==> src/rtl/sha2_round_ctrl_pkg.sv <==
`default_nettype none
// ============================================================================
//  Module      : sha2_round_ctrl_pkg
//  Description : Shared constants and state encodings for the SHA-256
//                compression-pass sequencer.
//  Revision    : 1.0 - initial release
// ============================================================================
package sha2_round_ctrl_pkg;

    // Compression rounds per block, directly loaded message words, and the
    // round-counter width (2**CW must cover ROUNDS).
    localparam int ROUNDS = 64;
    localparam int WORDS  = 16;
    localparam int CW     = 6;

    // Sequencer state encodings.
    localparam logic [2:0] ST_IDLE   = 3'd0;
    localparam logic [2:0] ST_INIT   = 3'd1;
    localparam logic [2:0] ST_LOAD   = 3'd2;
    localparam logic [2:0] ST_ROUND  = 3'd3;
    localparam logic [2:0] ST_UPDATE = 3'd4;
    localparam logic [2:0] ST_DONE   = 3'd5;

    // Round indices that trigger the LOAD->ROUND and ROUND->UPDATE exits.
    localparam logic [CW-1:0] LAST_WORD  = CW'(WORDS - 1);
    localparam logic [CW-1:0] LAST_ROUND = CW'(ROUNDS - 1);

endpackage
`default_nettype wire

==> src/rtl/sha2_round_ctrl_if.sv <==
`default_nettype none
// ============================================================================
//  Module      : sha2_round_ctrl_if
//  Description : Handshake and enable bundle between the IPU top / message
//                source (master) and the round sequencer (slave).
//  Revision    : 1.0 - initial release
// ============================================================================
interface sha2_round_ctrl_if;

    logic                             start;
    logic                             abort;
    logic                             w_vld;
    logic                             w_rdy;
    logic                             ld_w;
    logic                             init_hv;
    logic                             rnd_en;
    logic                             sched_en;
    logic                             upd_hv;
    logic [sha2_round_ctrl_pkg::CW-1:0] rnd_idx;
    logic                             busy;
    logic                             done;

    modport master (
        output start, abort, w_vld,
        input  w_rdy, ld_w, init_hv, rnd_en, sched_en, upd_hv, rnd_idx, busy, done
    );

    modport slave (
        input  start, abort, w_vld,
        output w_rdy, ld_w, init_hv, rnd_en, sched_en, upd_hv, rnd_idx, busy, done
    );

endinterface
`default_nettype wire

==> src/rtl/sha2_round_ctrl_cntr.sv <==
`default_nettype none
// ============================================================================
//  Module      : cntr
//  Description : Round counter with synchronous clear (priority) and count
//                enable; asynchronous active-low reset.
//  Revision    : 1.0 - initial release
// ============================================================================
module cntr #(
    parameter int W = 6
) (
    input  logic         clk,
    input  logic         rst_b,
    input  logic         clr,
    input  logic         c_up,
    output logic [W-1:0] q
);

    logic [W-1:0] q_q;
    logic [W-1:0] q_d;

    // Next count: clear wins over increment.
    always_comb begin
        q_d = q_q;
        if (clr) begin
            q_d = '0;
        end else if (c_up) begin
            q_d = q_q + W'(1);
        end
    end

    // Count register.
    always_ff @(posedge clk or negedge rst_b) begin
        if (!rst_b) begin
            q_q <= '0;
        end else begin
            q_q <= q_d;
        end
    end

    assign q = q_q;

endmodule
`default_nettype wire

==> src/rtl/sha2_round_ctrl.sv <==
`default_nettype none
// ============================================================================
//  Module      : sha2_round_ctrl
//  Description : Sequencer for one SHA-256 compression pass. Loads 16
//                message words, runs 64 rounds, updates the hash state and
//                pulses done. Moore outputs except ld_w/rnd_en in LOAD.
//  Revision    : 1.0 - initial release
// ============================================================================
module sha2_round_ctrl
    import sha2_round_ctrl_pkg::*;
(
    input  logic             clk,
    input  logic             rst_b,
    sha2_round_ctrl_if.slave bus
);

    logic [2:0]    state_q;
    logic [2:0]    state_d;
    logic [CW-1:0] w_idx;
    logic          w_clr;
    logic          w_rdy;
    logic          w_ld;
    logic          w_init;
    logic          w_rnd;
    logic          w_sched;
    logic          w_upd;
    logic          w_done;

    // Next-state, counter control and output decode; abort overrides all.
    always_comb begin
        state_d = state_q;
        w_clr   = 1'b0;
        w_rdy   = 1'b0;
        w_ld    = 1'b0;
        w_init  = 1'b0;
        w_rnd   = 1'b0;
        w_sched = 1'b0;
        w_upd   = 1'b0;
        w_done  = 1'b0;
        case (state_q)
            ST_IDLE: begin
                if (bus.start) begin
                    w_clr   = 1'b1;
                    state_d = ST_INIT;
                end
            end
            ST_INIT: begin
                w_init  = 1'b1;
                state_d = ST_LOAD;
            end
            ST_LOAD: begin
                w_rdy = 1'b1;
                if (bus.w_vld) begin
                    w_ld  = 1'b1;
                    w_rnd = 1'b1;
                    if (w_idx == LAST_WORD) begin
                        state_d = ST_ROUND;
                    end
                end
            end
            ST_ROUND: begin
                w_rnd   = 1'b1;
                w_sched = 1'b1;
                if (w_idx == LAST_ROUND) begin
                    state_d = ST_UPDATE;
                end
            end
            ST_UPDATE: begin
                w_upd   = 1'b1;
                w_clr   = 1'b1;
                state_d = ST_DONE;
            end
            ST_DONE: begin
                w_done  = 1'b1;
                state_d = ST_IDLE;
            end
            default: begin
                state_d = ST_IDLE;
            end
        endcase
        if (bus.abort) begin
            state_d = ST_IDLE;
            w_clr   = 1'b1;
        end
    end

    // State register.
    always_ff @(posedge clk or negedge rst_b) begin
        if (!rst_b) begin
            state_q <= ST_IDLE;
        end else begin
            state_q <= state_d;
        end
    end

    cntr #(
        .W (CW)
    ) u_cntr (
        .clk   (clk),
        .rst_b (rst_b),
        .clr   (w_clr),
        .c_up  (w_rnd),
        .q     (w_idx)
    );

    assign bus.w_rdy    = w_rdy;
    assign bus.ld_w     = w_ld;
    assign bus.init_hv  = w_init;
    assign bus.rnd_en   = w_rnd;
    assign bus.sched_en = w_sched;
    assign bus.upd_hv   = w_upd;
    assign bus.rnd_idx  = w_idx;
    assign bus.busy     = (state_q != ST_IDLE);
    assign bus.done     = w_done;

endmodule
`default_nettype wire

==> src/flat_wrapper.sv <==
// flat-port wrapper written by rule: the top's interface ports become plain ports
module sha2_round_ctrl_flat import sha2_round_ctrl_pkg::*;
  (clk, rst_b, bus_start, bus_abort, bus_w_vld, bus_w_rdy, bus_ld_w, bus_init_hv, bus_rnd_en, bus_sched_en, bus_upd_hv, bus_rnd_idx, bus_busy, bus_done);
  sha2_round_ctrl_if bus_i ();
  input  logic clk;
  input  logic rst_b;
  input wire logic [$bits(bus_i.start)-1:0] bus_start;
  input wire logic [$bits(bus_i.abort)-1:0] bus_abort;
  input wire logic [$bits(bus_i.w_vld)-1:0] bus_w_vld;
  output wire logic [$bits(bus_i.w_rdy)-1:0] bus_w_rdy;
  output wire logic [$bits(bus_i.ld_w)-1:0] bus_ld_w;
  output wire logic [$bits(bus_i.init_hv)-1:0] bus_init_hv;
  output wire logic [$bits(bus_i.rnd_en)-1:0] bus_rnd_en;
  output wire logic [$bits(bus_i.sched_en)-1:0] bus_sched_en;
  output wire logic [$bits(bus_i.upd_hv)-1:0] bus_upd_hv;
  output wire logic [$bits(bus_i.rnd_idx)-1:0] bus_rnd_idx;
  output wire logic [$bits(bus_i.busy)-1:0] bus_busy;
  output wire logic [$bits(bus_i.done)-1:0] bus_done;
  assign bus_i.start = bus_start;
  assign bus_i.abort = bus_abort;
  assign bus_i.w_vld = bus_w_vld;
  assign bus_w_rdy = bus_i.w_rdy;
  assign bus_ld_w = bus_i.ld_w;
  assign bus_init_hv = bus_i.init_hv;
  assign bus_rnd_en = bus_i.rnd_en;
  assign bus_sched_en = bus_i.sched_en;
  assign bus_upd_hv = bus_i.upd_hv;
  assign bus_rnd_idx = bus_i.rnd_idx;
  assign bus_busy = bus_i.busy;
  assign bus_done = bus_i.done;
  sha2_round_ctrl u_core (.clk(clk), .rst_b(rst_b), .bus(bus_i));
endmodule
==> config.mk <==
export PLATFORM = sky130hd
export DESIGN_NAME = sha2_round_ctrl_flat
export DESIGN_NICKNAME = d
export VERILOG_FILES = /design/src/rtl/sha2_round_ctrl_pkg.sv /design/src/rtl/sha2_round_ctrl_if.sv /design/src/rtl/sha2_round_ctrl_cntr.sv /design/src/rtl/sha2_round_ctrl.sv /design/src/flat_wrapper.sv
export SDC_FILE = /design/constraint.sdc
export NUM_CORES = 1
export LEC_CHECK = 0
export ABC_AREA = 1
export BUFFER_PORTS_ARGS = -buffer_cell sky130_fd_sc_hd__buf_4
export CORE_MARGIN = 2
export CORE_UTILIZATION = 25
export CTS_BUF_LIST = sky130_fd_sc_hd__clkbuf_4 sky130_fd_sc_hd__clkbuf_8
export CTS_CLUSTER_DIAMETER = 50
export DETAILED_ROUTE_END_ITERATION = 6
export GPL_TIMING_DRIVEN = 0
export HOLD_SLACK_MARGIN = 0.12
export PLACE_DENSITY = 0.43
export RECOVER_POWER = 50
export SLEW_MARGIN = 10
export SYNTH_ARGS = -nofsm -noshare
export SYNTH_HDL_FRONTEND = slang
export SYNTH_SLANG_ARGS = --single-unit
export TNS_END_PERCENT = 1
==> constraint.sdc <==
create_clock -name clk -period 1.3 [get_ports clk]
set_input_delay 0.26 -clock clk [delete_from_list [all_inputs] [get_ports clk]]
set_output_delay 0.26 -clock clk [all_outputs]
set_load 0.03 [all_outputs]
==> metrics.md <==
| Metric | Value |
|---|---|
| Status | finished with violations |
| Violated checks | negative setup slack |
| Fin. Hold Viols | 0 |
| VDD IR max | about 1100 uV |
| DRC | 0 |
| First-pass GRT wire length | about 2800 um |
| Clock Tree Buf Depth | 2 |
| Final Power | 1.69 mW |
| Placed Cells | 127 |
| Post-synthesis cell area | just under 600 um^2 |
| Syn nets | just under 90 |
| Worst R2R Path Depth | 8 |
| Area contributors post-synth | dfrtp_1 38%, nand2_1 13%, inv_1 6.3%, a21oi_4 5.5%, nand3_1 5.0% |
| Overall Global Routing Usage | between 10 and 15% |
| CTS Buf Count | 3 |
| Largest net degree at the start of global routing | 10 |
| Post-Layout Cell Count | 142 |
| CP max FO | 7 |
| Chip height | ~53 um |
| Layout cells sized above 1 | between 40% and 50% |
| Min-delay src | bus_abort |
| Max-Cap Viols | 0 |
| Root buffer selected by CTS | clkbuf_4 |
| Area Growth Syn to Fin | 63.0% |
| Grt ovf | 0 |
| PnR worst setup slack | -143 ps |
| Startpoint Class | flip-flop |
| Synth unique cells | 19 |
| H-tree depth | 1 |
| Pleak | about 0.47 nW |
| Worst Setup EP | bus_upd_hv |
| Initial Utilization | between 20% and 30% |
| Area leader, netlist | dfrtp_1 |
| Synth top area share | about 38% |
| Ant. Diodes | 0 |
| Worst R2R Start | u_core.state_q[1] |
| Worst skew pair latency | 270 ps |
| Vias in the first global route | 586 |
| Flop-to-flop setup slack | ~30 ps |
| Seq/Total Area, Yosys | 37.8% |
| Critical Path Start | u_core.state_q[0] |
| R2R Path End | u_core.state_q[2] |
| Filler cell count | ~230 |
| Gp weighted congestion | around 0.70 |
| Die area | around 2800 um^2 |
| Hold Crit Class | input pin to flip-flop |
| Yosys warnings | 0 |
| CP arrival | 1180 ps |
| Most frequent cells in the layout | 21 x buf_4, 19 x nand2_1, 10 x inv_1 |
| Period utilization | 111% |
| CTS tree | done |
| DRT Pass-1 Iters | 4 |
| Clock slew at reported path FFs | around 60 ps |
| Final core utilization | 43.5% |
| Clk_skew | roughly 5.7 ps |
| Crit Path Class | flip-flop to output pin |
| I/O pin total | 19 |
| WL/cell | ~11 um |
| Post-Syn Area per Cell | around 7.4 um^2 |
| Final net count | 121 |
| Final setup fails | 8 |
| Drt via density | ~4.6 |
| Pins over their slew limit | 0 |
| RSZ-0062 raised after global routing | true |
| Row count | 17 |
| Dpl cell area | 776 um^2 |
| Commonest non-fill, non-tap cell in the layout | buf_4 |
| Total routed wirelength | between 1500 and 2000 um |
| Initial antenna violation count | 0 |
| Mapped Cells | between 80 and 90 |
| Core area | roughly 2200 um^2 |
| Yosys reg bits | 9 |
| IO Port Bufs | 18 |
| Maximum clock rate | between 600 and 700 MHz |
| PwrDens | 1740 nW/um^2 |
| Relative slew slack | around 66% |
| Worst Max-Slew Pin Slew | 507 ps |
| Fin area | approximately 970 um^2 |
| Min cycle time layout | between 1000 and 1500 ps |
| Worst setup EP type | output pin |
| Clk sinks | 9 |
| Iter 0 DRT Violations | 8 |
| DP HPWL | between 1000 and 1500 um |
| WP data required | 1040 ps |
| Vias | ~660 |
| Antenna-violating nets left | 0 |
| Die W | 52.8 um |
[state kept, by name, indices dropped and copies added (netlist names)]
signal	count
u_core.state_q	3
u_core.u_cntr.q	6
[metal layers]
layer  vias to the layer above  share of wire [%]  track usage, %
li1                        333                  -               -
met1                       301                 48            19.8
met2                        18                 44            19.0
met3                         5                5.7            2.57
met4                         0                2.6            7.69
met5                         -                  0               0
[stage by stage]
stage                     TNS [ps]  setup slack [ps]  hold WS (ps)
after detailed placement      -307              -101          96.9
after global placement        -305             -94.4          93.0
after floorplan               -550              -190         -35.6
after CTS                     -881              -128           175
final                         -952              -143           180
after global routing         -1660              -195           182
[power by group]
part / internal, mW / leakage (nW) / total (mW) / switching, mW
Sequential: 0.330 / 0.117 / 0.446 / 0.116
Combinational: 0.428 / 0.336 / 1.00 / 0.573
Clock: 0.140 / 0.0184 / 0.246 / 0.107
Total: 0.897 / 0.471 / 1.69 / 0.796
[critical path, cell delays in order, from the launching register on]
cell and delay (ps):
dfrtp_2 490, nor2_4 160, nand2_1 80, inv_1 70
buf_6 120
[worst min path at each step]
stage,endpoint,slack (ps),depth (start not counted)
after floorplan,u_core.state_q[0],-40,0
after global placement,u_core.state_q[2],90,1
after detailed placement,u_core.state_q[2],100,1
after CTS,u_core.state_q[2],180,2
after global routing,u_core.state_q[2],180,2
final,u_core.state_q[2],180,2
[cell usage after synthesis, drive strengths merged]
cell    count
a21oi       6
a31oi       1
dfrtp       9
ha          1
inv        12
nand2      22
nand3       6
nand4       3
nor2       10
nor3        4
o211ai      1
o21ai       6
[timing repair]
action / CTS / global route
hold buffers: 1 / 0
resized for setup: 16 / 7
pin swaps: 3 / 1
buffers inserted: 9 / 1
endpoints found under the setup margin: 11 / 15
hold endpoints to repair: 9 / 0
[kinds of logic after synthesis]
kind of cell | Yosys count | share of synthesized area [%]
adder cells (fa/ha/maj) | 1 | 2.10
buffers and inverters | 12 | 7.56
AO/OA/AOI/OAI | 14 | 17.4
flip-flops | 9 | 37.8
AND/OR/NAND/NOR | 45 | 35.1
[cell type report]
cell class,count,area [um^2],share of cell area (%)
clock buffer,4,30.0,3.09
sequential,9,230,23.7
tap,28,35.0,3.61
timing repair buffer,29,239,24.6
inverter,12,47.5,4.90
multi-input combinational,60,389,40.1
Note: power is estimated with default switching activity, not from simulation.
